### src/rtl/writeback_stage.sv
// rtl/writeback_stage.sv - RISC-V write-back stage: source select, load extraction, load scoreboard, instret
module writeback_stage #(
  parameter int MEM_TIMEOUT = 255
) (
  input  logic        clk,
  input  logic        reset,
  input  logic        in_valid,
  output logic        in_ready,
  input  logic [1:0]  wb_sel,
  input  logic [4:0]  rd,
  input  logic [31:0] alu_result,
  input  logic [31:0] pc,
  input  logic [2:0]  funct3,
  input  logic        mem_rvalid,
  input  logic [31:0] mem_rdata,
  output logic        rf_write_enable,
  output logic [4:0]  rf_write_addr,
  output logic [31:0] rf_write_data,
  output logic        load_busy,
  output logic [4:0]  load_rd,
  output logic        timeout_err,
  output logic [31:0] instret
);

  localparam logic [1:0]  SEL_ALU   = 2'b00;
  localparam logic [1:0]  SEL_LOAD  = 2'b01;
  localparam logic [1:0]  SEL_PC4   = 2'b10;
  localparam logic [1:0]  SEL_NONE  = 2'b11;
  localparam logic [15:0] LAST_WAIT = 16'(MEM_TIMEOUT - 1);

  typedef enum logic {IDLE = 1'b0, WAIT_MEM = 1'b1} state_t;

  state_t      state;
  state_t      state_nx;
  logic [2:0]  cap_funct3;
  logic [1:0]  cap_off;
  logic [15:0] wait_cnt;
  logic        accept;
  logic        complete;
  logic        timeout_hit;
  logic        wr_en_nx;
  logic [4:0]  wr_addr_nx;
  logic [31:0] wr_data_nx;
  logic [31:0] load_data;
  logic [7:0]  ld_byte;
  logic [15:0] ld_half;

  always_ff @(posedge clk or posedge reset) begin
    if (reset) state <= IDLE;
    else       state <= state_nx;
  end

  always_comb begin
    state_nx = state;
    case (state)
      IDLE:     if (in_valid && wb_sel == SEL_LOAD) state_nx = WAIT_MEM;
      WAIT_MEM: if (mem_rvalid || wait_cnt == LAST_WAIT) state_nx = IDLE;
      default:  state_nx = IDLE;
    endcase
  end

  // Halfword select ignores addr[0]: misaligned halfwords read the aligned half.
  assign ld_byte = mem_rdata[{cap_off, 3'b000} +: 8];
  assign ld_half = mem_rdata[{cap_off[1], 4'b0000} +: 16];

  always_comb begin
    case (cap_funct3)
      3'b000:  load_data = {{24{ld_byte[7]}}, ld_byte};
      3'b001:  load_data = {{16{ld_half[15]}}, ld_half};
      3'b100:  load_data = {24'd0, ld_byte};
      3'b101:  load_data = {16'd0, ld_half};
      default: load_data = mem_rdata;
    endcase
  end

  always_comb begin
    in_ready    = (state == IDLE);
    load_busy   = (state == WAIT_MEM);
    accept      = in_valid && in_ready;
    complete    = 1'b0;
    timeout_hit = 1'b0;
    wr_en_nx    = 1'b0;
    wr_addr_nx  = rd;
    wr_data_nx  = alu_result;
    if (state == IDLE) begin
      if (accept && wb_sel != SEL_LOAD) begin
        complete = 1'b1;
        wr_en_nx = (rd != 5'd0) && (wb_sel != SEL_NONE);
        case (wb_sel)
          SEL_ALU: wr_data_nx = alu_result;
          SEL_PC4: wr_data_nx = pc + 32'd4;
          default: wr_data_nx = alu_result;
        endcase
      end
    end else if (mem_rvalid) begin
      // A response in the final wait cycle still wins over the timeout.
      complete   = 1'b1;
      wr_en_nx   = (load_rd != 5'd0);
      wr_addr_nx = load_rd;
      wr_data_nx = load_data;
    end else if (wait_cnt == LAST_WAIT) begin
      timeout_hit = 1'b1;
    end
  end

  always_ff @(posedge clk or posedge reset) begin
    if (reset) begin
      rf_write_enable <= 1'b0;
      rf_write_addr   <= 5'd0;
      rf_write_data   <= 32'd0;
      timeout_err     <= 1'b0;
      instret         <= 32'd0;
      load_rd         <= 5'd0;
      cap_funct3      <= 3'd0;
      cap_off         <= 2'd0;
      wait_cnt        <= 16'd0;
    end else begin
      rf_write_enable <= wr_en_nx;
      timeout_err     <= timeout_hit;
      if (complete) begin
        rf_write_addr <= wr_addr_nx;
        rf_write_data <= wr_data_nx;
        instret       <= instret + 32'd1;
      end
      if (accept && wb_sel == SEL_LOAD) begin
        load_rd    <= rd;
        cap_funct3 <= funct3;
        cap_off    <= alu_result[1:0];
        wait_cnt   <= 16'd0;
      end else if (load_busy && !mem_rvalid) begin
        wait_cnt <= wait_cnt + 16'd1;
      end
    end
  end

endmodule

### config.mk
export PLATFORM = sky130hd
export DESIGN_NAME = writeback_stage
export DESIGN_NICKNAME = d
export VERILOG_FILES = /design/src/rtl/writeback_stage.sv
export SDC_FILE = /design/constraint.sdc
export NUM_CORES = 1
export LEC_CHECK = 0
export ABC_AREA = 0
export BUFFER_PORTS_ARGS = -buffer_cell sky130_fd_sc_hd__buf_4
export CAP_MARGIN = 20
export CORE_ASPECT_RATIO = 0.75
export CORE_UTILIZATION = 56
export CTS_BUF_LIST = sky130_fd_sc_hd__clkbuf_16
export DETAILED_ROUTE_END_ITERATION = 10
export HOLD_SLACK_MARGIN = 0.03
export PLACE_DENSITY = 0.91
export REMOVE_ABC_BUFFERS = 1
export SETUP_SLACK_MARGIN = 0.3
export SYNTH_ARGS = -nofsm -noshare
export SYNTH_HDL_FRONTEND = slang
export SYNTH_SLANG_ARGS = --single-unit
### constraint.sdc
create_clock -name clk -period 9.3 [get_ports clk]
set_input_delay 1.86 -clock clk [delete_from_list [all_inputs] [get_ports clk]]
set_output_delay 1.86 -clock clk [all_outputs]
set_load 0.1 [all_outputs]
# Yosys cells after proc, flatten, opt, wreduce, memory -nomap -nowiden
# Index checks and enable logic that the tools add are counted.
word_totals:
  output_inout_bits: 78
  regBits: 98
  word_cells: 57
classes:
  n_mux: 21
  n_bitwise: 1
  reduce_logical: 12
  n_addsub: 3
  shifts: 2
  eq_ne: 8
op_table:
  columns: ["operator", "count"]
  rows:
  - ["2-to-1 mux 32 bit", 4]
  - ["case mux 32 bit (4 select lines)", 1]
  - ["adder 32 x 1 -> 32 bit (second input constant)", 1]
  - ["adder 32 x 3 -> 32 bit (second input constant)", 1]
  - ["2-to-1 mux 16 bit", 2]
  - ["indexed part select 32 x 6 -> 16 bit", 1]
  - ["indexed part select 32 x 6 -> 8 bit", 1]
  - ["adder 16 x 1 -> 16 bit (second input constant)", 1]
  - ["== test 16 x 8 -> 1 bit (second input constant)", 1]
  - ["2-to-1 mux 1 bit", 11]
  - ["2-to-1 mux 5 bit", 2]
  - ["nonzero test 5 bit", 2]
  - ["== test 3 bit (second input constant)", 2]
  - ["logical AND 1 bit", 6]
  - ["== test 3 x 1 -> 1 bit (second input constant)", 1]
  - ["zero test 3 bit", 1]
  - ["== test 2 x 1 -> 1 bit (second input constant)", 1]
  - ["== test 2 bit (second input constant)", 1]
  - ["inequality test 2 x 1 -> 1 bit (second input constant)", 1]
  - ["inequality test 2 bit (second input constant)", 1]
  - ["case mux 1 bit (2 select lines)", 1]
  - ["nonzero test 2 bit", 1]
  - ["zero test 1 bit", 1]
  - ["logical OR 1 bit", 1]
  - ["NOT 1 bit", 1]

# Depth between registers and ports, before layout
# Gate-level depths: netlist (run 1).
depth:
  ltp_word: 5
  depth_mapped: 7
  mapped_depth_nobuf: 6

# Worst setup path before layout (run 1)
# OpenSTA, ideal clock, no wires.
synth_timing:
  path_type: "flip-flop to output port"
  start: "register state, in the netlist load_busy"
  end: "output port in_ready"
  t_arrival_ps: 1745
  stages_incl_launch_ff: 3
  path_slack_ps: 5695
  path_buffers: 1
  cell_sequence: "dfrtp_1 buf_4 inv_1"
synth_via:
  elab_chain_cells: 1
synth_lines:
  columns: ["element", "line", "text"]
  rows:
  - ["start: declaration", "33", "state_t state;"]
  - ["start signal: assignment", "50", "else state <= state_nx;"]
  - ["NOT 1 bit", null, null]
  - ["end: declaration", "8", "output logic in_ready,"]
# No other way between the ends.

# Final worst setup path (run 1)
layout_timing:
  start: "input port mem_rvalid"
  end: "register instret[23]"
layout_via:
  elab_chain_cells: 2
layout_lines:
  columns: ["element", "line", "text"]
  rows:
  - ["start: declaration", "14", "input logic mem_rvalid,"]
  - ["2-to-1 mux 1 bit", "95", "end else if (mem_rvalid) begin"]
  - ["2-to-1 mux 1 bit", "85", "if (state == IDLE) begin"]
  - ["end signal: assignment", "123", "instret <= instret + 32'd1;"]
  - ["end: declaration", "22", "output logic [31:0] instret"]
# No other way between the ends.
# A chain may end at the register's enable or synchronous reset.

==> results of run 1 <==
cells by family (layout without fill, tap and decap cells):
group / Yosys count / after routing
and+or+nand+nor: 305 / 305
xor gates and xnor gates: 57 / 57
muxes: 10 / 10
AOI/OAI and AO/OA: 142 / 142
adders and majority gates: 4 / 4
buffers and inverters: 55 / 232
DFF: 98 / 98
through the flow:
stage / worst slack (ps) / cell area (um2)
2_1_floorplan: 4880 / 5820
3_3_place_gp: 4910 / 7440
3_5_place_dp: 4850 / 7440
4_1_cts: 5220 / 7730
5_1_grt: 4970 / 7760
6_report: 5140 / 7760
metal layers:
layer  vias to the layer above  track usage (%)  share of wire [%]
met4                         0             17.3                4.5
met1                      2937             47.8                 40
li1                       2796                -                  -
met2                       438             54.4                 45
met3                        83             6.85                 11
met5                         -                0                  0
worst min-delay path by stage:
stage | endpoint
after floorplan | wait_cnt[14]$_DFFE_PP0P_
after global placement | instret[31]$_DFFE_PP0P_
after detailed placement | instret[31]$_DFFE_PP0P_
after CTS | instret[31]$_DFFE_PP0P_
after global routing | instret[31]$_DFFE_PP0P_
final | instret[31]$_DFFE_PP0P_
cell usage in the layout (no fill, tap or decap), drive strengths merged, types with 5 or more instances in the layout:
master	n
nand2b	10
dfrtp	98
buf	195
o22ai	11
xnor2	38
o211ai	10
a221oi	15
nand4	24
a31oi	16
nor4	10
a211o	5
inv	23
o21ai	24
mux2i	8
or3	12
clkbuf	9
and2	8
nor3	10
and4	9
nand3	48
and3	13
nor2b	5
a21oi	33
xor2	19
nand2	98
nor2	48
worst reg2reg max path, cell delays in order, from the launching register on:
cell and delay [ps]:
sky130_fd_sc_hd__dfrtp_1 690, sky130_fd_sc_hd__and2_1 750, sky130_fd_sc_hd__a21oi_2 380, sky130_fd_sc_hd__nor4_2 960, sky130_fd_sc_hd__nand4_1 230, sky130_fd_sc_hd__xnor2_1 190
final cells by class:
type                    instances  share of cell area (%)
well taps                     136                    2.19
clock buffers                   9                    2.90
multi-input cells             518                    42.4
flip-flops and latches         98                    31.6
clock inverters                 7                   0.790
inverters                      21                    1.05
repair buffers                195                    19.1
flip-flops by register name, summed over array words and instances (netlist names):
signal,count
instret,32
cap_funct3,3
timeout_err,1
rf_write_enable,1
rf_write_data,32
wait_cnt,16
load_busy,1
cap_off,2
rf_write_addr,5
load_rd,5
power groups by stage:
stage / Sequential (W) / Clock, W / Combinational (W)
finish: 0.000565 / 0.000364 / 0.000826
global route: 0.000572 / 0.000382 / 0.000857
CTS: 0.000562 / 0.000366 / 0.000819
global placement: 0.000564 / 0 / 0.000803
detailed placement: 0.000568 / 0 / 0.000816
floorplan: 0.000974 / 0 / 0.000184
synth_stat cells, drive strengths merged, types with 16 or more instances:
master	number
clkbuf	16
inv	20
dfrtp	98
buf	18
a31oi	16
a21oi	33
nand4	24
nor2	48
nand3	48
o21ai	24
nand2	98
xnor2	38
xor2	19
==> flow_summary.yaml, run 1 <==
pwr:
  power.combinational.fraction_pct: 47.1
  clock_power_share_pct: 20.8
  sw_frac_of_total_pct: 49.9
  post-layout-total-power_w: 0.00176
  p_int_w: 0.000879
  power.ir.vdd_worst_v: 0.000127
  power.density_cell_area_nw_per_um2: 226
  seq_power_share_pct: 32.2
  p_leak_nw: 3.55
  total_switching_power_w: 0.000876
clocking:
  cts_sinks: 98
  cts_buffer_depth: 2
  worst_setup_hold_path_clk_slew_ps: 80
  cts_root_buffer: "sky130_fd_sc_hd__clkbuf_16"
  cts-buffers-inserted: 9
  cts-htree-levels: 3
  worst_skew_pair.late_latency_ps: 350
  post_cts_hold_buffer_count: 0
  post_cts_buffers: 0
  cts_tree: "yes"
  post_cts_resize_count: 0
worst_setup_path:
  crit_start: "mem_rvalid"
  r2r-end: "instret[23]$_DFFE_PP0P_"
  rr_startpoint: "load_busy$_DFF_PP0_"
  crit_family: "simple AND/OR/NAND/NOR gates"
  timing.critical_path.from_type: "input pin"
  regToRegSetupSlack_ps: 5980
  timing_worst_setup_path_type: "in2reg"
  worst_path_max_stage_delay_ps: 960
  endpoint: "instret[23]$_DFFE_PP0P_"
  critical_path_peak_fanout: 20
  crit_chain: "buf_4, and2_1, a21oi_2, nor4_2, nand4_1, xnor2_1"
  cp_data_arrival_time_ps: 4400
  cp-end-kind: "flop"
  worst-r2r-cell-count: 5
  critical-path-slowest-cell: "sky130_fd_sc_hd__nor4_2"
  worstPathBufferInverterCount: 1
  crit_cells: 6
  cp_data_required_time_ps: 9540
synth:
  synth_largest_area_cell: "sky130_fd_sc_hd__dfrtp_1"
  synth-seq-area-share_pct: 41.0
  synth_adder_area_share_pct: 0.837
  synthSimpleGateAreaFrac_pct: 27.2
  synth_xor_xnor_area_share_pct: 8.35
  async_reset_ff_share_pct: 100
  synth_top_family_by_area: "simple AND/OR/NAND/NOR gates"
  yosys_warnings: 0
  synth.area.top_cells: "sky130_fd_sc_hd__dfrtp_1, sky130_fd_sc_hd__nand2_1, sky130_fd_sc_hd__xnor2_1"
  yosys-mux-area-fraction_pct: 1.84
  synth_cell_types: 71
  mean_instance_size_in_the_synthesized_netlist_um2: 8.92
  synth.ff_latch_count: 98
  dominantRegCellSynth: "sky130_fd_sc_hd__dfrtp_1"
  synth_area_in_compound_gates_pct: 16.6
  synthCells: 671
  synth-edff-count: 0
  synthesis.area_um2: 5980
  synthDominantCellAreaShare_pct: 41.0
cells_and_area:
  antennaDiodeCount: 0
  post_layout_instance_count_excluding_filler_cells: 984
  final_util_pct: 75.2
  area.sequential_um2: 2450
  multiInputGateArea_um2: 3290
  syn_to_final_growth_pct: 29.8
  final_net_count: 957
  num-fill-cells: 768
  post_route_cells_drive_above_1_share_pct: 28.5
detailed_routing:
  dr.pass1.iters: 8
  drtIter0Drc: 777
  wire_per_inst_um: 19.6
  via_count: 6254
  post-route-drc-count: 0
  route.detailed.vias_per_inst: 6.36
  detail_route.wirelength_um: 19300
  ant_nets: 0
die:
  initial_utilization_pct: 57.9
  die_outline_area_um2: 11100
  chipWidth_um: 121
  die_h_um: 91.5
  placement_rows: 32
  design.core.area_um2: 10300
  io_pins: 188
run:
  cap_viol_max_count: 0
sta:
  max_freq_ghz: 0.240
  setup_viol_count_final: 0
  worst_slew_pin_slew_ps: 1090
  grt_setup_unrepaired: "false"
  final-hold-violation-count: 0
  final-max-slew-violation-count: 0
  post-route-period-util_pct: 44.7
  whs_ps: 482
  finalClockSkew_ps: 7.38
  slew-limit-headroom_pct: 27.4
  timing.setup.tns_ps: 0
  timing.final.crit_period_ps: 4160
placement:
  place.port_buffers: 187
  place_inst: 966
  place.gp.congestion: 0.971
  place_hpwl_um: 14300
grt:
  antenna_found_initial: 0
  grt_first_pass_wirelength_um: 30300
  grt_usage_pct: 35.4
  grt_start_max_net_pins: 64
  grt_overflow: 0
  first_global_vias: 5939
outcome:
  status: "completed"
worst_hold_path:
  hold_depth: 1
  worst_hold_startpoint: "instret[31]$_DFFE_PP0P_"
  min-delay-path-class: "reg2reg"
Note: power is estimated with default switching activity, not from simulation.
==> inputs of run 2 (changes only) <==
Settings changed: CORE_UTILIZATION 56 to 47, PLACE_DENSITY 0.91 to 0.82.
Clock period 9.3 ns to 3.8 ns, I/O delays scaled along.
==> flow_summary.yaml, run 2 (synthesized netlist as in run 1, its figures left out) <==
pwr:
  sw_frac_of_total_pct: 49.7
  power.combinational.fraction_pct: 47.3
  power.ir.vdd_worst_v: 0.000521
  total_switching_power_w: 0.00212
  p_int_w: 0.00214
  clock_power_share_pct: 20.5
  seq_power_share_pct: 32.2
  post-layout-total-power_w: 0.00426
  p_leak_nw: 3.56
  power.density_cell_area_nw_per_um2: 545
detailed_routing:
  ant_nets: 0
  dr.pass1.iters: 5
  detail_route.wirelength_um: 18800
  post-route-drc-count: 0
  via_count: 5968
  route.detailed.vias_per_inst: 5.86
  drtIter0Drc: 451
  wire_per_inst_um: 18.5
worst_setup_path:
  regToRegSetupSlack_ps: 1260
  critical_path_peak_fanout: 19
  rr_startpoint: "cap_off[1]$_DFFE_PP0P_"
  r2r-end: "rf_write_data[5]$_DFFE_PP0P_"
  crit_chain: "clkinv_1, a21oi_2, a21oi_1, or3_1, a31oi_1"
  critical-path-slowest-cell: "sky130_fd_sc_hd__dfrtp_1"
  endpoint: "rf_write_data[5]$_DFFE_PP0P_"
  cp-end-kind: "flop"
  timing.critical_path.from_type: "flop"
  cp_data_arrival_time_ps: 2810
  timing_worst_setup_path_type: "reg2reg"
  worst_path_max_stage_delay_ps: 730
  cp_data_required_time_ps: 4060
  worst-r2r-cell-count: 5
  crit_start: "cap_off[1]$_DFFE_PP0P_"
die:
  design.core.area_um2: 12300
  die_outline_area_um2: 13200
  placement_rows: 35
  io_pins: 188
  chipWidth_um: 132
  die_h_um: 99.7
  initial_utilization_pct: 48.4
sta:
  timing.setup.tns_ps: 0
  grt_setup_unrepaired: "false"
  timing.final.crit_period_ps: 2540
  finalClockSkew_ps: 8.36
  final-hold-violation-count: 0
  worst_slew_pin_slew_ps: 940
  setup_viol_count_final: 0
  post-route-period-util_pct: 66.9
  slew-limit-headroom_pct: 37.2
  final-max-slew-violation-count: 0
  max_freq_ghz: 0.393
cells_and_area:
  antennaDiodeCount: 0
  layout.cells.most_common_list: "sky130_fd_sc_hd__buf_4, sky130_fd_sc_hd__nand2_1, sky130_fd_sc_hd__dfrtp_1"
  top_regs: "instret (32), rf_write_data (32), wait_cnt (16)"
  post_route_cells_drive_above_1_share_pct: 29.0
  final_net_count: 963
  syn_to_final_growth_pct: 30.7
  commonest_non_fill_non_tap_cell_in_the_layout: "sky130_fd_sc_hd__buf_4"
placement:
  place.gp.congestion: 0.972
  place_hpwl_um: 14400
  place.port_buffers: 187
outcome:
  status: "completed"
clocking:
  cts-buffers-inserted: 9
  post_cts_resize_count: 0
  worst_skew_pair.late_latency_ps: 340
  cts_root_buffer: "sky130_fd_sc_hd__clkbuf_16"
  post_cts_hold_buffer_count: 0
  cts_buffer_depth: 2
  cts_tree: "yes"
  cts-htree-levels: 3
  cts_sinks: 98
  worst_setup_hold_path_clk_slew_ps: 70
  post_cts_buffers: 0
worst_hold_path:
  worst_hold_startpoint: "instret[31]$_DFFE_PP0P_"
  min-delay-path-class: "reg2reg"
grt:
  first_global_vias: 5714
  grt_first_pass_wirelength_um: 30200
  grt_overflow: 0
  grt_usage_pct: 29.2
  grt_start_max_net_pins: 61
  antenna_found_initial: 0
run:
  cap_viol_max_count: 0
==> run 2: critical path: cells and delay by family (launching register included) <==
kind,cells,cell delay (ps)
flip-flops,1,730
AND/OR/NAND/NOR,1,320
buffers and inverters,1,590
AO/OA/AOI/OAI,3,810
==> run 2: worst min-delay path by stage <==
stage,end,slack (ps),depth (start not counted)
floorplan,wait_cnt[14]$_DFFE_PP0P_,460,1
global placement,instret[31]$_DFFE_PP0P_,470,1
detailed placement,instret[31]$_DFFE_PP0P_,480,1
CTS,instret[31]$_DFFE_PP0P_,490,1
global route,instret[30]$_DFFE_PP0P_,510,1
finish,instret[31]$_DFFE_PP0P_,490,1
==> run 2: cell type report <==
class | count | area (um2)
Clock inverter | 6 | 51.3
Clock buffer | 9 | 225
Sequential cell | 98 | 2450
Tap cell | 166 | 208
Timing Repair Buffer | 201 | 1510
Fill cell | 1068 | 4530
Inverter | 21 | 81.3
Multi-Input combinational cell | 518 | 3290
==> run 2: per-layer routing <==
layer | wire length, um | GRT usage [%]
met5 | 0 | 0
met1 | 7820 | 40.3
met2 | 8770 | 47.4
met3 | 1900 | 5.76
met4 | 338 | 7.52
==> run 2: power groups by stage <==
stage	Combinational, W	Clock [W]	Sequential [W]
6_report	0.00201	0.000872	0.00137
5_1_grt	0.00210	0.000927	0.00139
4_1_cts	0.00201	0.000879	0.00137
3_5_place_dp	0.00200	0	0.00139
3_3_place_gp	0.00199	0	0.00138
2_1_floorplan	0.000451	0	0.00238
==> run 2: per-stage QoR <==
step / utilization [%] / worst slack [ps] / instances / area [um2] / hold slack, ps
floorplan: - / 478 / 637 / 5820 / 460
global placement: 61.1 / 1370 / 1004 / 7540 / 467
detailed placement: 61.1 / 1330 / 1004 / 7540 / 479
CTS: 63.3 / 1330 / 1019 / 7820 / 492
global route: 63.3 / 1030 / 1019 / 7820 / 513
finish: 63.3 / 1260 / 1019 / 7820 / 488
